File: src/rtl/uart_arb_pkg.sv
// Shared definitions for the UART TX frame arbiter: frame layout, FSM encoding,
// and a frame packing helper.
package uart_arb_pkg;

    localparam int FRAME_W_DEF = 21;

    // Frame layout: {mode, addr[11:0], data[7:0]}
    localparam int DATA_LSB = 0;
    localparam int DATA_W   = 8;
    localparam int ADDR_LSB = 8;
    localparam int ADDR_W   = 12;
    localparam int MODE_LSB = 20;

    typedef enum logic [0:0] {
        ST_IDLE  = 1'b0,
        ST_OFFER = 1'b1
    } arb_state_t;

    function automatic logic [FRAME_W_DEF-1:0] pack_frame(
        input logic              mode,
        input logic [ADDR_W-1:0] addr,
        input logic [DATA_W-1:0] data
    );
        logic [FRAME_W_DEF-1:0] f;
        f                       = '0;
        f[MODE_LSB]             = mode;
        f[ADDR_LSB +: ADDR_W]   = addr;
        f[DATA_LSB +: DATA_W]   = data;
        return f;
    endfunction

endpackage

File: src/rtl/uart_arb_rr_pick.sv
// Combinational grant selector. Round-robin from last_grant+1 by default;
// lowest-index fixed priority when ARB_FIXED_PRIO_EN is defined.
module uart_arb_rr_pick
    import uart_arb_pkg::*;
#(
    parameter int NUM_REQ = 4,
    parameter int IDX_W   = $clog2(NUM_REQ)
) (
    input  logic [NUM_REQ-1:0] i_valid,
    input  logic [IDX_W-1:0]   i_last_grant,
    output logic [IDX_W-1:0]   o_grant,
    output logic               o_any_valid
);

    logic w_found;
    int   w_idx;

    assign o_any_valid = |i_valid;

`ifdef ARB_FIXED_PRIO_EN
    logic w_unused_last;
    assign w_unused_last = ^i_last_grant;

    // Lowest-indexed valid requester wins.
    always_comb begin
        w_found = 1'b0;
        w_idx   = 0;
        o_grant = '0;
        for (int k = 0; k < NUM_REQ; k++) begin
            if (!w_found && i_valid[k]) begin
                w_found = 1'b1;
                w_idx   = k;
                o_grant = IDX_W'(k);
            end else begin
                w_found = w_found;
            end
        end
    end
`else
    // Search upward from the requester after last_grant, wrapping modulo NUM_REQ.
    always_comb begin
        w_found = 1'b0;
        w_idx   = 0;
        o_grant = '0;
        for (int k = 1; k <= NUM_REQ; k++) begin
            w_idx = (int'(i_last_grant) + k) % NUM_REQ;
            if (!w_found && i_valid[w_idx[IDX_W-1:0]]) begin
                w_found = 1'b1;
                o_grant = w_idx[IDX_W-1:0];
            end else begin
                w_found = w_found;
            end
        end
    end
`endif

endmodule

File: src/rtl/uart_tx_frame_arbiter.sv
// Arbitrates NUM_REQ frame requesters onto one UART TX adapter port.
// Selection policy is chosen by ARB_FIXED_PRIO_EN (see uart_arb_rr_pick).
module uart_tx_frame_arbiter
    import uart_arb_pkg::*;
#(
    parameter int          NUM_REQ     = 4,
    parameter int          FRAME_W     = FRAME_W_DEF,
    parameter logic [15:0] CNT_RST_VAL = 16'h0000
) (
    input  logic                       clk,
    input  logic                       rst,
    input  logic [NUM_REQ*FRAME_W-1:0] req_frame,
    input  logic [NUM_REQ-1:0]         req_valid,
    output logic [NUM_REQ-1:0]         req_ready,
    output logic [FRAME_W-1:0]         out_frame,
    output logic                       out_valid,
    input  logic                       out_ready,
    output logic [$clog2(NUM_REQ)-1:0] out_src,
    output logic [15:0]                frame_count
);

    localparam int IDX_W = $clog2(NUM_REQ);

    arb_state_t         r_state;
    arb_state_t         w_state_nxt;
    logic [FRAME_W-1:0] r_out_frame;
    logic [IDX_W-1:0]   r_out_src;
    logic [IDX_W-1:0]   r_last_grant;
    logic [15:0]        r_frame_count;

    logic [IDX_W-1:0]   w_grant;
    logic               w_any_valid;
    logic               w_accept;
    logic               w_deliver;
    logic [NUM_REQ-1:0] w_req_ready;
    logic [FRAME_W-1:0] w_sel_frame;

    uart_arb_rr_pick #(
        .NUM_REQ (NUM_REQ),
        .IDX_W   (IDX_W)
    ) u_pick (
        .i_valid      (req_valid),
        .i_last_grant (r_last_grant),
        .o_grant      (w_grant),
        .o_any_valid  (w_any_valid)
    );

    // Next-state logic; accept and deliver are the two handshake events.
    always_comb begin
        w_state_nxt = r_state;
        w_accept    = 1'b0;
        w_deliver   = 1'b0;
        case (r_state)
            ST_IDLE: begin
                if (w_any_valid) begin
                    w_accept    = 1'b1;
                    w_state_nxt = ST_OFFER;
                end else begin
                    w_state_nxt = ST_IDLE;
                end
            end
            ST_OFFER: begin
                if (out_ready) begin
                    w_deliver   = 1'b1;
                    w_state_nxt = ST_IDLE;
                end else begin
                    w_state_nxt = ST_OFFER;
                end
            end
            default: begin
                w_state_nxt = ST_IDLE;
            end
        endcase
    end

    // Accept strobe is combinational so it lands in the same cycle the
    // requester's valid is seen; masked while reset is held.
    always_comb begin
        w_req_ready = '0;
        if (w_accept && !rst) begin
            w_req_ready = {{(NUM_REQ-1){1'b0}}, 1'b1} << w_grant;
        end else begin
            w_req_ready = '0;
        end
    end

    // Granted requester's frame slice.
    always_comb begin
        w_sel_frame = '0;
        for (int k = 0; k < NUM_REQ; k++) begin
            if (w_grant == IDX_W'(k)) begin
                w_sel_frame = req_frame[k*FRAME_W +: FRAME_W];
            end else begin
                w_sel_frame = w_sel_frame;
            end
        end
    end

    // FSM state register.
    always_ff @(posedge clk or posedge rst) begin
        if (rst) begin
            r_state <= ST_IDLE;
        end else begin
            r_state <= w_state_nxt;
        end
    end

    // Held frame, owner, round-robin pointer and delivered-frame counter.
    always_ff @(posedge clk or posedge rst) begin
        if (rst) begin
            r_out_frame   <= '0;
            r_out_src     <= '0;
            r_last_grant  <= IDX_W'(NUM_REQ - 1);
            r_frame_count <= CNT_RST_VAL;
        end else begin
            if (w_accept) begin
                r_out_frame <= w_sel_frame;
                r_out_src   <= w_grant;
            end
            if (w_deliver) begin
                r_last_grant <= r_out_src;
                if (r_frame_count != 16'hFFFF) begin
                    r_frame_count <= r_frame_count + 16'd1;
                end
            end
        end
    end

    assign req_ready   = w_req_ready;
    assign out_frame   = r_out_frame;
    assign out_valid   = (r_state == ST_OFFER);
    assign out_src     = r_out_src;
    assign frame_count = r_frame_count;

endmodule

File: config.mk
export PLATFORM = sky130hd
export DESIGN_NAME = uart_tx_frame_arbiter
export DESIGN_NICKNAME = d
export VERILOG_FILES = /design/src/rtl/uart_arb_pkg.sv /design/src/rtl/uart_arb_rr_pick.sv /design/src/rtl/uart_tx_frame_arbiter.sv
export SDC_FILE = /design/constraint.sdc
export NUM_CORES = 1
export LEC_CHECK = 0
export BUFFER_PORTS_ARGS = -buffer_cell sky130_fd_sc_hd__buf_4
export CAP_MARGIN = 20
export CORE_ASPECT_RATIO = 0.75
export CORE_UTILIZATION = 45
export DETAILED_ROUTE_END_ITERATION = 16
export PLACE_DENSITY_LB_ADDON = 0.25
export SYNTH_ARGS = -nofsm -noshare
export SYNTH_HDL_FRONTEND = slang
export SYNTH_HIERARCHICAL = 1
export SYNTH_SLANG_ARGS = --single-unit
File: constraint.sdc
create_clock -name clk -period 2.63 [get_ports clk]
set_clock_uncertainty 0.05 [all_clocks]
set_input_delay 0.263 -clock clk [delete_from_list [all_inputs] [get_ports clk]]
set_output_delay 0.263 -clock clk [all_outputs]
set_load 0.01 [all_outputs]
Word-level counts from Yosys, hierarchy flattened --
Cells that the tools add are included.
Cells by class: bitwise operators 1, order comparisons 4, multiplexer cells 26, reduce and logical (&&, ||, !) cells 11, shift operators 1, eq/ne operators 4, add/sub/neg operators 5
Operators by type and width (count):
- 2-to-1 mux 21 bit | 4
- adder 16 x 1 -> 16 bit, second input constant | 1
- inequality test 16 bit, second input constant | 1
- < comparator 2 x 3 -> 1 bit, second input constant | 4
- 2-to-1 mux 1 bit | 12
- binary-select mux 1 bit (select 2 bit) | 4
- 2-to-1 mux 2 bit | 4
- adder 2 x 1 -> 2 bit, second input constant | 2
- adder 2 bit, second input constant | 2
- == test 2 bit, second input constant | 2
- logical AND 1 bit | 4
- zero test 1 bit | 4
- 2-to-1 mux 4 bit | 1
- OR reduction 4 bit | 1
- left shift 1 x 2 -> 4 bit, first input constant | 1
- == test 2 x 1 -> 1 bit, second input constant | 1
- zero test 2 bit | 1
- case mux 1 bit (2 select lines) | 1
- AND reduction 2 bit | 1
- NOT 1 bit | 1
Word-level totals: bits of input ports 91, output and inout port bits 44, register bits 42

Depth between registers and ports, before layout --
depth in word-level cells 18, depth in mapped cells 8

By module --
The synthesis kept the hierarchy.
Modules (own cells, without submodules):
- uart_tx_frame_arbiter | area each 2399.8 um^2, cells each 211, times used 1, sequential area each 1053.5 um^2
- uart_arb_rr_pick | area each 81.3 um^2, cells each 14, times used 1, sequential area each 0.0 um^2

Worst setup path before layout --
Ideal clock, no wire load.
path kind register to output, from register r_last_grant[1], to output req_ready[2], data arrival time 1678 ps, path buffers 2, path slack 639 ps, required time 2317 ps, cell stages (with the launch flop) 6, cell sequence dfstp_2 mux2i_1 o221ai_2 buf_6 buf_6 nor4b_1
On the way: cells in the longest elaborated chain, start to end 15
RTL lines:
- from (decl) | RTL line uart_tx_frame_arbiter.sv:28 | logic [IDX_W-1:0] r_last_grant;
- from (signal assigned) | RTL line uart_tx_frame_arbiter.sv:113 | r_last_grant <= IDX_W'(NUM_REQ - 1);
- from (signal assigned) | RTL line uart_tx_frame_arbiter.sv:121 | r_last_grant <= r_out_src;
- adder 2 x 1 -> 2 bit | RTL line uart_arb_rr_pick.sv:46 | w_idx = (int'(i_last_grant) + k) % NUM_REQ;
- binary-select mux 1 bit (select 2 bit) | RTL line uart_arb_rr_pick.sv:47 | if (!w_found && i_valid[w_idx[IDX_W-1:0]]) begin
- 2-to-1 mux 1 bit (implied by the code) | RTL line uart_arb_rr_pick.sv:47
- 2-to-1 mux 1 bit | RTL line uart_arb_rr_pick.sv:47
- zero test 1 bit | RTL line uart_arb_rr_pick.sv:47
- logical AND 1 bit | RTL line uart_arb_rr_pick.sv:47
- 2-to-1 mux 1 bit | RTL line uart_arb_rr_pick.sv:47
- zero test 1 bit | RTL line uart_arb_rr_pick.sv:47
- logical AND 1 bit | RTL line uart_arb_rr_pick.sv:47
- 2-to-1 mux 1 bit | RTL line uart_arb_rr_pick.sv:47
- zero test 1 bit | RTL line uart_arb_rr_pick.sv:47
- logical AND 1 bit | RTL line uart_arb_rr_pick.sv:47
- 2-to-1 mux 2 bit (*) | RTL line uart_arb_rr_pick.sv:47
- net w_grant[0] | RTL line uart_tx_frame_arbiter.sv:31 | logic [IDX_W-1:0] w_grant;
- left shift 1 x 2 -> 4 bit (*) | RTL line uart_tx_frame_arbiter.sv:81 | w_req_ready = {{(NUM_REQ-1){1'b0}}, 1'b1} << w_grant;
- 2-to-1 mux 4 bit (*) | RTL line uart_tx_frame_arbiter.sv:80 | if (w_accept && !rst) begin
- to (decl) | RTL line uart_tx_frame_arbiter.sv:14 | output logic [NUM_REQ-1:0] req_ready,
The timed path passes the listed nets; every way through them passes the cells marked *. The select of a mux whose other input is x is not followed.

Worst setup path after layout --
Ends and elaborated chain as after synthesis.

==> metrics <==
status completed; Port-buffer cells 134; clock latency on the worst-skew pair 0.29 ns; critical path endpoint req_ready[2]; Fillers 425; crit-path max FO 26; diodes inserted 0; average cell area after synthesis between 10 and 15 um2; Reg2Reg Depth 6; P_leak roughly 1.8 nW; Reg clk slew, reported paths 0.08 ns; IO Pins 135; sequential element share of the synthesized area a little over two fifths; number of core rows 23; first-pass GRT wire length approximately 9.6 mm; number of global-route vias before repair 2048; via count 2251; Slew Viols, Final 0; pin count of the biggest net entering global routing 43; number of synthesized flops with an enable pin 0; fin crit period approximately 2.3 ns; Post-synth ARST share 100%; total global routing overflow 0; Die X 87.7 um; DRC Markers 0; WL per Instance roughly 15 um; Pwr Density approximately 700 nW/um2; Avg Vias per Cell 5.20; Synth cell types 37; Most used DFF post-synth dfrtp_1; Syn-to-layout area delta 46.4%; placed cells between 400 and 500; mapped cell area about 2500 um2; reg2reg end out_frame[8]; Initial Util between 40 and 50%; critical path class register to output pin; Slew @ Worst Pin between 0.9 and 1 ns; Resized Gates After CTS 0; Root Buffer clkbuf_8; number of max-cap violations 0; die area around 5800 um2; Num Clock Sinks 42; CTS Buf Count 5; Yosys reg bits 42; die height around 66 um; Clock Tree Buf Depth 2; Final Non-Filler Cells about 430; unrepaired setup endpoints after global routing no; Final GP Congestion around 0.81; maximum vdd drop roughly 0.62 mV; CP Launch Type register; Power Total between 2 and 3 mW; Sum Neg Setup Slack 0 ns; Worst Hold Class input port to asynchronous set/reset pin; NumNets Final around 450; CTS hold repair buffers 0; core footprint between 5000 and 6000 um2; share of layout cells above drive strength 1 roughly half; Mapped Cells between 200 and 250; dpl hpwl 4.97 mm; antenna-violating nets left 0; DRT Pass-1 Iters 4; WL final 6.45 mm; crit path DAT slightly above 2 ns; Setup violations, final 0; worst path required time 2.32 ns; Ys Warns 6; Post-CTS Setup Bufs 0; Mapped Nets 317; Max-slew headroom around 37%; crit path from r_last_grant[1]; final hold slack between 0.07 and 0.08 ns; Final Cycle Share around nine tenths; crit end category output pin; GRT Util Overall between 20 and 25%; fmax ~430 MHz; final hold vios 0; Crit Reg-Reg Startpoint r_last_grant[1]; reg2reg setup slack slightly below 0.6 ns; initial DRC count between 70 and 80; CTS tree done; initial antenna violation count 0; H-tree Lvls 2
==> worst max-delay path, stage by stage, from the launching register on <==
cell and delay, ns:
dfstp_2 0.60, mux2i_1 0.30, o221ai_4 0.16, buf_12 0.19
nor4b_1 0.30, buf_4 0.17
==> final cells by class <==
| cell class | instances | area (um2) | area share (%) |
|---|---|---|---|
| multi-input cells | 166 | 1330 | 36.6 |
| repair buffers | 138 | 1050 | 28.9 |
| inverters | 4 | 15.0 | 0.413 |
| flip-flops and latches | 42 | 1050 | 29.0 |
| well taps | 75 | 93.8 | 2.58 |
| clock inverters | 1 | 5.00 | 0.138 |
| clock buffers | 7 | 86.3 | 2.38 |
==> cell usage after synthesis, types with 3 or more instances <==
library cell | number | share of area (%)
nand4_1 | 3 | 0.76
mux4_2 | 17 | 15
and4_1 | 4 | 1.4
nand3_1 | 7 | 1.4
buf_2 | 9 | 1.8
and3_1 | 4 | 1.0
xnor2_1 | 10 | 3.5
inv_1 | 4 | 0.60
buf_6 | 3 | 1.4
xor2_1 | 3 | 1.1
dfrtp_1 | 40 | 40
nand2_1 | 79 | 12
mux2_2 | 3 | 1.4
mux4_1 | 4 | 4.2
a21oi_1 | 5 | 1.0
nor2_1 | 5 | 0.76
==> layer usage <==
layer / share of wire, % / GRT usage (%) / wire length (um)
met1: 40 / 27.3 / 2570
met2: 53 / 37.4 / 3400
met3: 5.9 / 5.74 / 382
met4: 1.5 / 7.58 / 94
met5: 0 / 0 / 0
==> state kept, by name (all words and copies together) (netlist names) <==
| register | flops |
|---|---|
| out_frame | 21 |
| frame_count | 16 |
| out_src | 2 |
| r_last_grant | 2 |
| out_valid | 1 |
==> worst min-delay path by stage <==
stage | start | end | slack [ns] | cells past startpoint
3_3_place_gp | rst | out_frame[6] | 0.41 | 3
2_1_floorplan | out_ready | frame_count[0] | 0.39 | 2
3_5_place_dp | rst | out_frame[7] | 0.41 | 3
5_1_grt | rst | frame_count[6] | 0.13 | 3
4_1_cts | rst | frame_count[6] | 0.09 | 3
6_report | rst | frame_count[6] | 0.08 | 3
==> power by group <==
part           switching, mW  internal, mW
combinational          0.520         0.679
clock                  0.214         0.212
sequential             0.153         0.837
==> logic make-up after synthesis <==
group	synth area share [%]
buf+inv	4.59
compound gates	3.53
mux	22.0
fa+ha+maj	0.504
xor+xnor	4.59
simple gates	22.3
flops	42.5
==> stage by stage <==
stage          area [um2]  worst slack [ns]  utilization [%]
2_1_floorplan        2480             0.639                -
3_3_place_gp         3540             0.619             66.5
3_5_place_dp         3540             0.581             66.5
4_1_cts              3630             0.265             68.2
5_1_grt              3630             0.132             68.2
6_report             3630             0.288             68.2
==> layout by cell type, fill, tap and decap left out, types with 4 or more instances in the layout <==
cell,count
a21oi_1,4
and3_1,4
and4_1,4
buf_4,137
clkbuf_8,6
dfrtp_1,40
mux4_1,4
mux4_2,17
nand2_1,79
nand3_1,7
nor2_1,5
xnor2_1,10
No activity file was read; power rests on OpenSTA's default activity.
